`src/rtl/comparator_arbiter_pkg.sv`:
```
// rtl/comparator_arbiter_pkg.sv - shared state encodings and constants for the comparator arbiter
package comparator_arbiter_pkg;

    localparam int OPW          = 8;
    localparam int DEFAULT_NREQ = 4;

    typedef enum logic [1:0] {
        ST_IDLE = 2'd0,
        ST_CMP  = 2'd1,
        ST_RESP = 2'd2
    } state_t;

endpackage

```
`src/rtl/comparator_arbiter_if.sv`:
```
// rtl/comparator_arbiter_if.sv - requester-side bundle of the shared comparator
interface comparator_arbiter_if #(
    parameter int NREQ = comparator_arbiter_pkg::DEFAULT_NREQ
) ();
    import comparator_arbiter_pkg::*;

    logic [NREQ-1:0]     req;
    logic [OPW*NREQ-1:0] a_bus;
    logic [OPW*NREQ-1:0] b_bus;
    logic [NREQ-1:0]     gnt;
    logic [NREQ-1:0]     done;
    logic                res_l;
    logic                res_e;
    logic                res_g;
    logic                busy;

    modport master (
        output req, a_bus, b_bus,
        input  gnt, done, res_l, res_e, res_g, busy
    );

    modport slave (
        input  req, a_bus, b_bus,
        output gnt, done, res_l, res_e, res_g, busy
    );

endinterface

```
`src/rtl/eight_bit_comparator.sv`:
```
// rtl/eight_bit_comparator.sv - unsigned 8-bit magnitude comparator
module eight_bit_comparator
    import comparator_arbiter_pkg::*;
(
    input  logic [OPW-1:0] a,
    input  logic [OPW-1:0] b,
    output logic           l,
    output logic           e,
    output logic           g
);

    assign l = (a <  b);
    assign e = (a == b);
    assign g = (a >  b);

endmodule

```
`src/rtl/comparator_arbiter.sv`:
```
// rtl/comparator_arbiter.sv - round-robin sharing of one comparator among NREQ requesters
module comparator_arbiter
    import comparator_arbiter_pkg::*;
#(
    parameter int NREQ = DEFAULT_NREQ,
    parameter int IDXW = 2
) (
    input  logic                 clk,
    input  logic                 rst,
    comparator_arbiter_if.slave  bus
);

    state_t          state_q;
    state_t          state_d;
    logic [OPW-1:0]  op_a;
    logic [OPW-1:0]  op_b;
    logic [IDXW-1:0] cur_idx;
    logic [IDXW-1:0] rr_ptr;
    logic            res_l_q;
    logic            res_e_q;
    logic            res_g_q;
    logic            cmp_l;
    logic            cmp_e;
    logic            cmp_g;
    logic            win_found;
    logic [IDXW-1:0] win_idx;
    logic [NREQ-1:0] cur_onehot;

    // Winner is the first requester after ptr in circular order; the requester
    // at ptr itself is checked last, which gives it the lowest priority.
    function automatic logic [IDXW:0] rr_pick(input logic [NREQ-1:0] reqs,
                                              input logic [IDXW-1:0] ptr);
        logic [IDXW:0]   pick;
        logic [IDXW-1:0] cand_idx;
        int              cand;
        pick = '0;
        for (int k = NREQ; k >= 1; k--) begin
            cand     = (int'(ptr) + k) % NREQ;
            cand_idx = IDXW'(cand);
            if (reqs[cand_idx]) begin
                pick = {1'b1, cand_idx};
            end
        end
        return pick;
    endfunction

    assign {win_found, win_idx} = rr_pick(bus.req, rr_ptr);
    assign cur_onehot           = NREQ'(1) << cur_idx;

    // The shared comparator only ever sees the latched operands.
    eight_bit_comparator u_cmp (
        .a (op_a),
        .b (op_b),
        .l (cmp_l),
        .e (cmp_e),
        .g (cmp_g)
    );

    // State register.
    always_ff @(posedge clk) begin
        if (rst) begin
            state_q <= ST_IDLE;
        end else begin
            state_q <= state_d;
        end
    end

    // Next-state and grant/done/busy decode; unused encodings fall back to IDLE.
    always_comb begin
        state_d  = ST_IDLE;
        bus.gnt  = '0;
        bus.done = '0;
        bus.busy = 1'b0;
        case (state_q)
            ST_IDLE: begin
                state_d = win_found ? ST_CMP : ST_IDLE;
            end
            ST_CMP: begin
                state_d  = ST_RESP;
                bus.gnt  = cur_onehot;
                bus.busy = 1'b1;
            end
            ST_RESP: begin
                state_d  = ST_IDLE;
                bus.gnt  = cur_onehot;
                bus.done = cur_onehot;
                bus.busy = 1'b1;
            end
            default: begin
                state_d = ST_IDLE;
            end
        endcase
    end

    // Operand capture on grant, result capture at end of CMP, pointer update in RESP.
    always_ff @(posedge clk) begin
        if (rst) begin
            op_a    <= '0;
            op_b    <= '0;
            cur_idx <= '0;
            rr_ptr  <= IDXW'(NREQ - 1);
            res_l_q <= 1'b0;
            res_e_q <= 1'b0;
            res_g_q <= 1'b0;
        end else begin
            case (state_q)
                ST_IDLE: begin
                    if (win_found) begin
                        op_a    <= bus.a_bus[int'(win_idx)*OPW +: OPW];
                        op_b    <= bus.b_bus[int'(win_idx)*OPW +: OPW];
                        cur_idx <= win_idx;
                    end
                end
                ST_CMP: begin
                    res_l_q <= cmp_l;
                    res_e_q <= cmp_e;
                    res_g_q <= cmp_g;
                end
                ST_RESP: begin
                    rr_ptr <= cur_idx;
                end
                default: begin
                end
            endcase
        end
    end

    assign bus.res_l = res_l_q;
    assign bus.res_e = res_e_q;
    assign bus.res_g = res_g_q;

endmodule

```
`src/flat_wrapper.sv`:
```
// flat-port wrapper written by rule: the top's interface ports become plain ports
module comparator_arbiter_flat import comparator_arbiter_pkg::*;
#(
    parameter int NREQ = DEFAULT_NREQ,
    parameter int IDXW = 2
)
  (clk, rst, bus_req, bus_a_bus, bus_b_bus, bus_gnt, bus_done, bus_res_l, bus_res_e, bus_res_g, bus_busy);
  comparator_arbiter_if #(.NREQ(NREQ)) bus_i ();
  input  logic clk;
  input  logic rst;
  input wire logic [$bits(bus_i.req)-1:0] bus_req;
  input wire logic [$bits(bus_i.a_bus)-1:0] bus_a_bus;
  input wire logic [$bits(bus_i.b_bus)-1:0] bus_b_bus;
  output wire logic [$bits(bus_i.gnt)-1:0] bus_gnt;
  output wire logic [$bits(bus_i.done)-1:0] bus_done;
  output wire logic [$bits(bus_i.res_l)-1:0] bus_res_l;
  output wire logic [$bits(bus_i.res_e)-1:0] bus_res_e;
  output wire logic [$bits(bus_i.res_g)-1:0] bus_res_g;
  output wire logic [$bits(bus_i.busy)-1:0] bus_busy;
  assign bus_i.req = bus_req;
  assign bus_i.a_bus = bus_a_bus;
  assign bus_i.b_bus = bus_b_bus;
  assign bus_gnt = bus_i.gnt;
  assign bus_done = bus_i.done;
  assign bus_res_l = bus_i.res_l;
  assign bus_res_e = bus_i.res_e;
  assign bus_res_g = bus_i.res_g;
  assign bus_busy = bus_i.busy;
  comparator_arbiter #(.NREQ(NREQ), .IDXW(IDXW)) u_core (.clk(clk), .rst(rst), .bus(bus_i));
endmodule
```
`config.mk`:
```
export PLATFORM = sky130hd
export DESIGN_NAME = comparator_arbiter_flat
export DESIGN_NICKNAME = d
export VERILOG_FILES = /design/src/rtl/comparator_arbiter_pkg.sv /design/src/rtl/comparator_arbiter_if.sv /design/src/rtl/eight_bit_comparator.sv /design/src/rtl/comparator_arbiter.sv /design/src/flat_wrapper.sv
export SDC_FILE = /design/constraint.sdc
export NUM_CORES = 1
export LEC_CHECK = 0
export CAP_MARGIN = 20
export CORE_MARGIN = 2
export CORE_UTILIZATION = 38
export DETAILED_ROUTE_END_ITERATION = 10
export PLACE_DENSITY = 0.85
export SETUP_SLACK_MARGIN = 0.05
export SYNTH_ARGS = -nofsm -noshare
export SYNTH_HDL_FRONTEND = slang
export SYNTH_HIERARCHICAL = 1
export SYNTH_SLANG_ARGS = --single-unit
```
`constraint.sdc`:
```
create_clock -name clk -period 1.7 [get_ports clk]
set_input_delay 0.255 -clock clk [delete_from_list [all_inputs] [get_ports clk]]
set_output_delay 0.255 -clock clk [all_outputs]
set_load 0.1 [all_outputs]
```
==> results.cfg, run 1 <==
[logic_synthesis]
synth_top_cell_by_area = dfxtp_1
synthTopCellsByArea = dfxtp_1 27%, a211oi_1 12%, mux2i_1 11%, ha_1 7.5%, inv_1 5.5%
yosys_warnings = 6
avgSynthCellArea_um2 = 8.46
yosysTopAreaCellShare = 0.274
synthTopCellsByCount = 29 x a211oi_1, 27 x inv_1, 25 x dfxtp_1
synth-edff-count = 0
synth_fp_nets = 297
ys.flop_type = dfxtp_1
synth.cell_area_um2 = 1830
ys_ff_latch = 25
synthArstFlopShare = 0
ys_types = 41
syn_inst = 216
yosysSeqAreaShare = 0.274
yosysMostFrequentCell = a211oi_1

[final_layout]
final_nets = 399
nFillCells = 284
drive_gt1_frac = 0.315
n_antenna_cell = 0
syn_to_final_growth_pct = 85.0

[setup_path]
crit_required_ns = 1.88
reg2regPathDepth = 7
worstReg2RegEnd = u_core/op_b[2]$_SDFFE_PP0P_
worst_setup_path_startpoint = u_core/rr_ptr[1]$_SDFFE_PP1P_
r2r_start = u_core/rr_ptr[1]$_SDFFE_PP1P_
critPathCaptureType = flip-flop
crit_fanout = 14
crit_arrival_ns = 1.98
setup.worst_path.start_class = flip-flop
r2r_slack_ns = -0.1
critPathKind = reg2reg

[routing]
drt_drc_violations_left = 0
drtIter0Drc = 165
antenna_left = 0
dr.pass1.iters = 4
wl_per_cell_um = 17.8
viasPerCell = 5.67
routed_wl_um = 6620
vias = 2103

[min_path]
min_path_cells = 2
hold_end = u_core/op_b[5]$_SDFFE_PP0P_
hp-start = u_core/op_b[5]$_SDFFE_PP0P_
min_path_type = reg2reg

[placed_design]
place_ws_ns = -0.329
portBuffers = 81
place.gp.congestion = 0.795
dpl.hpwl_um = 3910

[power]
cellPowerDensity_nw_per_um2 = 705
vdd.ir_drop.worst_uv = 607
power.leakage_nw = 1.40

[timing]
post-route-period-util = 1.06
finalHoldViolations = 0
fin_ws_ns = -0.0980
tns_ns = -0.383
worst_pin_slew_ns = 0.444
slew-limit-headroom = 0.702
rsz0062_at_grt = true
drv_slew = 0
finClkSkew_ns = 0.0112
clock.fmax_mhz = 556
setup_viol = 10
period_minus_slack_ns = 1.80
hold_slack_ns = 0.505

[clock_tree]
hold_buffers = 0
cts.path.max_buffers = 2
clock-sinks = 25
cts_tree = done
cts_buffers = 3
cts_max_level = 1
clk_pin_slew_ns = 0.09
root_buffer = clkbuf_8
clk-insertion-delay-late_ns = 0.27

[die]
boundaryPins = 82
die-area_um2 = 5380
floorplan.initialDensity = 0.390
die_h_um = 73.4
dieWidth_um = 73.4
coreArea_um2 = 4690
core.rowCount = 25

[global_routing]
grtUsageTotal = 0.206
grt_pass1_vias = 2054
grt_pass1_wl_um = 8880
antenna_found_initial = 0
gr-total-overflow = 0
grt_max_degree = 24

[job]
cap_viol_max_count = 0

[run_status]
outcome = finished with violations
violations = setup timing
## power breakdown
part / leakage (nW) / total (mW) / internal (mW) / switching, mW
combinational: 1.16 / 1.29 / 0.634 / 0.653
clock: 0.0255 / 0.353 / 0.164 / 0.189
sequential: 0.208 / 0.745 / 0.666 / 0.0785
total: 1.40 / 2.38 / 1.46 / 0.920
## timing repair
item | CTS | global route
setup buffers | 5 | 4
hold endpoints to repair | 0 | 0
pin swaps | 3 | 15
setup endpoints to repair | 22 | 24
gates cloned | 2 | 2
gates resized for setup | 14 | 38
## layout by cell type, fill, tap and decap left out, types with 3 or more instances in the layout
cell,Yosys,layout
nand3b_1,8,8
dfxtp_2,0,3
nor2_4,0,3
a211oi_2,0,16
nor2_1,17,15
nor4_1,7,7
o221ai_1,7,7
clkdlybuf4s50_1,0,66
inv_1,27,24
dfxtp_1,25,20
nand2_1,10,7
mux2i_1,20,18
ha_1,11,9
buf_12,0,16
a211oi_1,29,13
buf_4,0,18
a21oi_1,5,5
clkbuf_8,0,3
nand3_1,4,4
## worst max-delay path by stage
stage / endpoint / slack, ns
3_5_place_dp: u_core/op_a[3]$_SDFFE_PP0P_ / -0.33
3_3_place_gp: u_core/op_b[4]$_SDFFE_PP0P_ / -0.26
6_report: u_core/op_b[2]$_SDFFE_PP0P_ / -0.1
5_1_grt: u_core/op_b[2]$_SDFFE_PP0P_ / -0.1
4_1_cts: u_core/op_a[3]$_SDFFE_PP0P_ / 0.01
2_1_floorplan: bus_gnt[0] / -0.28
## final cells by class
| cell class | instances | area, um2 | area share |
|---|---|---|---|
| Tap cell | 54 | 67.6 | 0.0200 |
| Clock inverter | 1 | 5.00 | 0.00148 |
| Multi-Input combinational cell | 153 | 1430 | 0.421 |
| Timing Repair Buffer | 107 | 1220 | 0.361 |
| Sequential cell | 25 | 512 | 0.151 |
| Clock buffer | 3 | 41.3 | 0.0122 |
| Inverter | 28 | 110 | 0.0326 |
## cells by family (layout without fill, tap and decap cells)
group | after synthesis | in the layout | synth area share
AO/OA/AOI/OAI | 57 | 58 | 0.248
flip-flops | 25 | 25 | 0.274
multiplexers | 22 | 22 | 0.122
buffers and inverters | 39 | 139 | 0.0931
adder cells (fa/ha/maj) | 11 | 11 | 0.0753
AND/OR/NAND/NOR | 62 | 62 | 0.188
## flip-flops by register name (all words and copies together) (netlist names)
| signal | cells |
|---|---|
| u_core/cur_idx | 2 |
| u_core/bus.res_e | 1 |
| u_core/bus.res_g | 1 |
| u_core/op_a | 8 |
| u_core/rr_ptr | 2 |
| u_core/state_q | 2 |
| u_core/op_b | 8 |
| u_core/bus.res_l | 1 |
## worst max-delay path, stage by stage, from the launching register on
cell and delay [ns]:
dfxtp_4 0.38, buf_6 0.13, nor2b_4 0.12, o21ai_4 0.08, buf_4 0.20, a211oi_1 0.44, a211oi_2 0.09, nor4_1 0.25
## per-layer routing
layer	GRT usage	share of wire	vias to the layer above
met1	0.241	0.38	981
met2	0.388	0.53	96
met5	0	0	-
met3	0.0370	0.053	27
met4	0.0465	0.038	0
li1	-	-	999
## metrics by stage
stage / std cells / total power, mW / cell area [um2] / utilization
finish: 371 / 2.38 / 3380 / 0.721
global route: 371 / 2.51 / 3380 / 0.721
CTS: 366 / 2.25 / 3180 / 0.677
detailed placement: 355 / 1.81 / 2970 / 0.632
global placement: 355 / 1.79 / 2970 / 0.632
floorplan: 216 / 1.40 / 1900 / -
Power figures use the tool's default switching activity.
==> inputs of run 2 (changes only) <==
--- a/config.mk
+++ b/config.mk
@@ -7,9 +7,10 @@
 export LEC_CHECK = 0
 export CAP_MARGIN = 20
 export CORE_MARGIN = 2
-export CORE_UTILIZATION = 38
+export CORE_UTILIZATION = 42
 export DETAILED_ROUTE_END_ITERATION = 10
-export PLACE_DENSITY = 0.85
+export GPL_TIMING_DRIVEN = 1
+export PLACE_DENSITY = 0.89
 export SETUP_SLACK_MARGIN = 0.05
 export SYNTH_ARGS = -nofsm -noshare
 export SYNTH_HDL_FRONTEND = slang
==> constraint.sdc (replaced) <==
create_clock -name clk -period 2.1 [get_ports clk]
set_input_delay 0.315 -clock clk [delete_from_list [all_inputs] [get_ports clk]]
set_output_delay 0.315 -clock clk [all_outputs]
set_load 0.1 [all_outputs]
==> run 2 against run 1 <==
  * The flow now finishes without violations
  * Setup slack improved by 0.34 ns
  * Clock-buffer cell count grew 1
  * Final cell count decreased by 6.2%
  * Sequential share of layout area increased by 2.2 points
  * Worst hold slack worse by 0.0044 ns
  * Critical path depth fell by 1
  * Utilization decreased by 1.4 points
  * Via count shrank 8.7%
  * Power down 28%
  * Wire length fell by 23%
  * Clock power shrank 19%
  * Register-to-register slack better by 0.40 ns
  * Critical endpoint is now u_core/op_b[1]$_SDFFE_PP0P_
  * Largest cell class unchanged
==> results.cfg, run 2 (synthesis gave the netlist of run 1 again) <==
[run_status]
outcome = complete, no violations

[final_layout]
largest_registers = u_core/op_a x8, u_core/op_b x8
multiInputGateArea_um2 = 1200
finalNonFillerCells = 348
drive_gt1_frac = 0.144
n_antenna_cell = 0
area.sequential_um2 = 500
nFillCells = 290
mostFrequentLayoutCell = clkdlybuf4s50_1
fin_area_um2 = 2890
final_nets = 380
syn_to_final_growth_pct = 58.0
layout_common_cells = 69 x clkdlybuf4s50_1, 29 x a211oi_1, 27 x inv_1

[routing]
drt_drc_violations_left = 0
vias = 1921
antenna_left = 0
dr.pass1.iters = 4
wl_per_cell_um = 14.7
viasPerCell = 5.52
drtIter0Drc = 105
routed_wl_um = 5100

[die]
die-area_um2 = 4900
core.rowCount = 23
coreArea_um2 = 4090
die_h_um = 70.0
boundaryPins = 82
dieWidth_um = 70.0
floorplan.initialDensity = 0.447

[setup_path]
crit_required_ns = 2.25
setup.worst_path.start_class = input pin
crit_fanout = 8
critPathCaptureType = flip-flop
critPathKind = in2reg
crit_arrival_ns = 2.01

[clock_tree]
postCtsResizedCells = 0
clk_pin_slew_ns = 0.08
cts.path.max_buffers = 2
clk-insertion-delay-late_ns = 0.27
cts_max_level = 1
cts_setup_buffers = 0
clock-sinks = 25
hold_buffers = 0
cts_tree = done
root_buffer = clkbuf_8
cts_buffers = 3

[placed_design]
dp_cells = 344
dpl.hpwl_um = 4020
placed_cell_area_um2 = 2840
place.gp.congestion = 0.793
portBuffers = 81

[timing]
slew-limit-headroom = 0.674
clock.fmax_mhz = 539
period_minus_slack_ns = 1.86
drv_slew = 0
finClkSkew_ns = 0.00773
tns_ns = 0
setup_viol = 0
rsz0062_at_grt = false
worst_pin_slew_ns = 0.483
finalHoldViolations = 0
post-route-period-util = 0.884

[power]
vdd.ir_drop.worst_uv = 438
cellPowerDensity_nw_per_um2 = 592
power.leakage_nw = 1.20

[global_routing]
grt_max_degree = 24
gr-total-overflow = 0
antenna_found_initial = 0
grt_pass1_wl_um = 8370
grt_pass1_vias = 1851
grtUsageTotal = 0.206

[min_path]
min_path_type = reg2reg

[job]
cap_viol_max_count = 0
run 2: worst paths after layout:
| kind | from | slack (ns) | to | cells after the start |
|---|---|---|---|---|
| hold reg to reg | u_core/op_b[2]$_SDFFE_PP0P_ | 0.50 | u_core/op_b[2]$_SDFFE_PP0P_ | 2 |
| setup reg to reg | u_core/rr_ptr[1]$_SDFFE_PP1P_ | 0.30 | u_core/op_b[1]$_SDFFE_PP0P_ | 6 |
| setup / recovery | bus_req[3] | 0.24 | u_core/op_b[1]$_SDFFE_PP0P_ | 6 |
| hold / removal | u_core/op_b[2]$_SDFFE_PP0P_ | 0.50 | u_core/op_b[2]$_SDFFE_PP0P_ | 2 |
run 2: metal layers:
metal	GRT usage	wire length (um)	vias up	share of wire
li1	-	-	959	-
met1	0.248	2180	891	0.43
met2	0.370	2610	57	0.51
met3	0.0260	187	14	0.037
met4	0.0769	125	0	0.024
met5	0	0	-	0
run 2: where the power goes:
group | switching (mW) | internal [mW] | leakage, nW | total (mW)
sequential | 0.0495 | 0.538 | 0.207 | 0.588
combinational | 0.442 | 0.395 | 0.975 | 0.836
clock | 0.151 | 0.136 | 0.0228 | 0.286
run 2: final cells by class:
type / count / share of cell area
clock buffer: 4 / 0.0156
multi-input combinational: 152 / 0.414
inverter: 28 / 0.0364
tap: 50 / 0.0217
sequential: 25 / 0.173
timing repair buffer: 89 / 0.339
run 2: through the flow:
| stage | power, mW | setup WS (ns) | hold slack, ns | utilization |
|---|---|---|---|---|
| after floorplan | 1.13 | -0.133 | 0.423 | - |
| after global placement | 1.40 | 0.0773 | 0.486 | 0.696 |
| after detailed placement | 1.42 | 0.0221 | 0.489 | 0.696 |
| after CTS | 1.71 | 0.249 | 0.505 | 0.707 |
| after global routing | 1.81 | 0.141 | 0.531 | 0.707 |
| final | 1.71 | 0.244 | 0.500 | 0.707 |
run 2: worst max-delay path, cell delays in order:
cell             delay (ns)
clkdlybuf4s50_1        0.55
nand3b_1               0.12
a31oi_1                0.31
nand2_1                0.28
a211oi_1               0.36
nor4_1                 0.08
==> inputs of run 3 (changes only) <==
--- a/config.mk
+++ b/config.mk
@@ -7,10 +7,10 @@
 export LEC_CHECK = 0
 export CAP_MARGIN = 20
 export CORE_MARGIN = 2
-export CORE_UTILIZATION = 42
+export CORE_UTILIZATION = 45
 export DETAILED_ROUTE_END_ITERATION = 10
 export GPL_TIMING_DRIVEN = 1
-export PLACE_DENSITY = 0.89
+export PLACE_DENSITY = 0.94
 export SETUP_SLACK_MARGIN = 0.05
 export SYNTH_ARGS = -nofsm -noshare
 export SYNTH_HDL_FRONTEND = slang
==> run 3 against run 2 <==
  * Clock power about the same
  * Via count increased by 3.1%
  * Combinational power is 2% higher
  * Worst hold slack better by 0.0046 ns
  * Critical path type is now reg2reg
  * Sequential share of layout area grew 0.075 points
  * Clock skew increased by 0.0018 ns
  * Largest cell class unchanged
==> results.cfg, run 3 (synthesis gave the netlist of run 1 again) <==
[power]
clkPwrFrac = 0.166
power.leakage_nw = 1.20
power_switching_mw = 0.662
vdd.ir_drop.worst_uv = 598
combPwrFrac = 0.491
p_total_mw = 1.73
switching_share = 0.382
cellPowerDensity_nw_per_um2 = 602
cell_internal_pwr_mw = 1.07
p_seq_frac = 0.343

[placed_design]
portBuffers = 81
place_ws_ns = -0.0196
place.gp.congestion = 0.788
dpl.hpwl_um = 4440
dp_cells = 344

[timing]
worst_pin_slew_ns = 0.435
hold_slack_ns = 0.505
setup_viol = 0
post-route-period-util = 0.902
finalHoldViolations = 0
slew-limit-headroom = 0.707
clock.fmax_mhz = 528
finClkSkew_ns = 0.00950
fin_ws_ns = 0.206
drv_slew = 0
tns_ns = 0
period_minus_slack_ns = 1.89
rsz0062_at_grt = false

[clock_tree]
cts_tree = done
cts_buffers = 3
clk_pin_slew_ns = 0.09
clock-sinks = 25
hold_buffers = 0
cts_setup_buffers = 0
cts_max_level = 1
clk-insertion-delay-late_ns = 0.27
root_buffer = clkbuf_8
postCtsResizedCells = 0
cts.path.max_buffers = 2

[setup_path]
crit_required_ns = 2.26
r2r_slack_ns = 0.21
crit_arrival_ns = 2.05
worst_setup_path_startpoint = u_core/rr_ptr[1]$_SDFFE_PP1P_
critPathCaptureType = flip-flop
critical_path.top_delay_family = compound AO/OA/AOI/OAI gates
setup.worst_path.start_class = flip-flop
r2r_start = u_core/rr_ptr[1]$_SDFFE_PP1P_
path_cells = mux2i_1 -> o22ai_2 -> buf_4 -> a21o_4 -> a211oi_1 -> nor4_1
slowest_stage = dfxtp_1
critPathKind = reg2reg
cp.buffers_inverters = 1
crit_fanout = 15
cp_slowest_stage_delay_ns = 0.48

[job]
cap_viol_max_count = 0

[routing]
vias = 1981
wl_per_cell_um = 16.1
viasPerCell = 5.69
dr.pass1.iters = 4
drtIter0Drc = 125
routed_wl_um = 5620
antenna_left = 0
drt_drc_violations_left = 0

[die]
die-area_um2 = 4590
floorplan.initialDensity = 0.464
dieWidth_um = 67.7
die_h_um = 67.7
core.rowCount = 23
coreArea_um2 = 3940
boundaryPins = 82

[final_layout]
n_antenna_cell = 0
syn_to_final_growth_pct = 57.3
drive_gt1_frac = 0.144
largest_registers = u_core/op_a x8, u_core/op_b x8
final_nets = 380
finalNonFillerCells = 348
area.sequential_um2 = 500
nFillCells = 275
mostFrequentLayoutCell = clkdlybuf4s50_1
multiInputGateArea_um2 = 1200
layout_common_cells = 69 x clkdlybuf4s50_1, 29 x a211oi_1, 27 x inv_1

[global_routing]
grtUsageTotal = 0.253
gr-total-overflow = 0
grt_pass1_wl_um = 8780
grt_max_degree = 24
antenna_found_initial = 0
grt_pass1_vias = 1979

[min_path]
hp-start = u_core/op_a[3]$_SDFFE_PP0P_
min_path_type = reg2reg

[run_status]
outcome = complete, no violations
## run 3: power groups by stage
| stage | clock network (mW) | registers (mW) | logic (mW) |
|---|---|---|---|
| after CTS | 0.290 | 0.592 | 0.844 |
| after global routing | 0.312 | 0.602 | 0.905 |
| after floorplan | 0 | 0.628 | 0.499 |
| final | 0.287 | 0.594 | 0.849 |
| after global placement | 0 | 0.595 | 0.799 |
| after detailed placement | 0 | 0.601 | 0.836 |
## run 3: tightest hold or removal path: cells and delay by family (launching register included)
| family | cells | cell delay, ns |
|---|---|---|
| AND/OR/NAND/NOR | 1 | 0.06 |
| AO/OA/AOI/OAI | 1 | 0.07 |
| flip-flops | 1 | 0.33 |
## run 3: metal layers
layer  part of all wire  wire (um)  vias up  GRT usage
met5                  0          0        -          0
met4              0.030        167        0     0.0944
met3              0.046        258       20     0.0500
met2               0.53       2990       69      0.471
met1               0.39       2200      933      0.281
li1                   -          -      959          -
## run 3: path summary, 6_finish.rpt
| path | end | depth (start not counted) |
|---|---|---|
| max | u_core/op_b[1]$_SDFFE_PP0P_ | 6 |
| min | u_core/op_a[3]$_SDFFE_PP0P_ | 2 |
| max reg2reg | u_core/op_b[1]$_SDFFE_PP0P_ | 6 |
| min reg2reg | u_core/op_a[3]$_SDFFE_PP0P_ | 2 |
## run 3: cell type report
type,instances,share of cell area
multi-input combinational,152,0.416
tap,50,0.0218
clock buffer,4,0.0157
inverter,28,0.0366
sequential,25,0.174
timing repair buffer,89,0.336
## run 3: through the flow
stage                      util  instance area (um2)
final                     0.729                 2880
after global routing      0.729                 2880
after detailed placement  0.718                 2830
after floorplan               -                 1870
after global placement    0.718                 2830
after CTS                 0.729                 2880
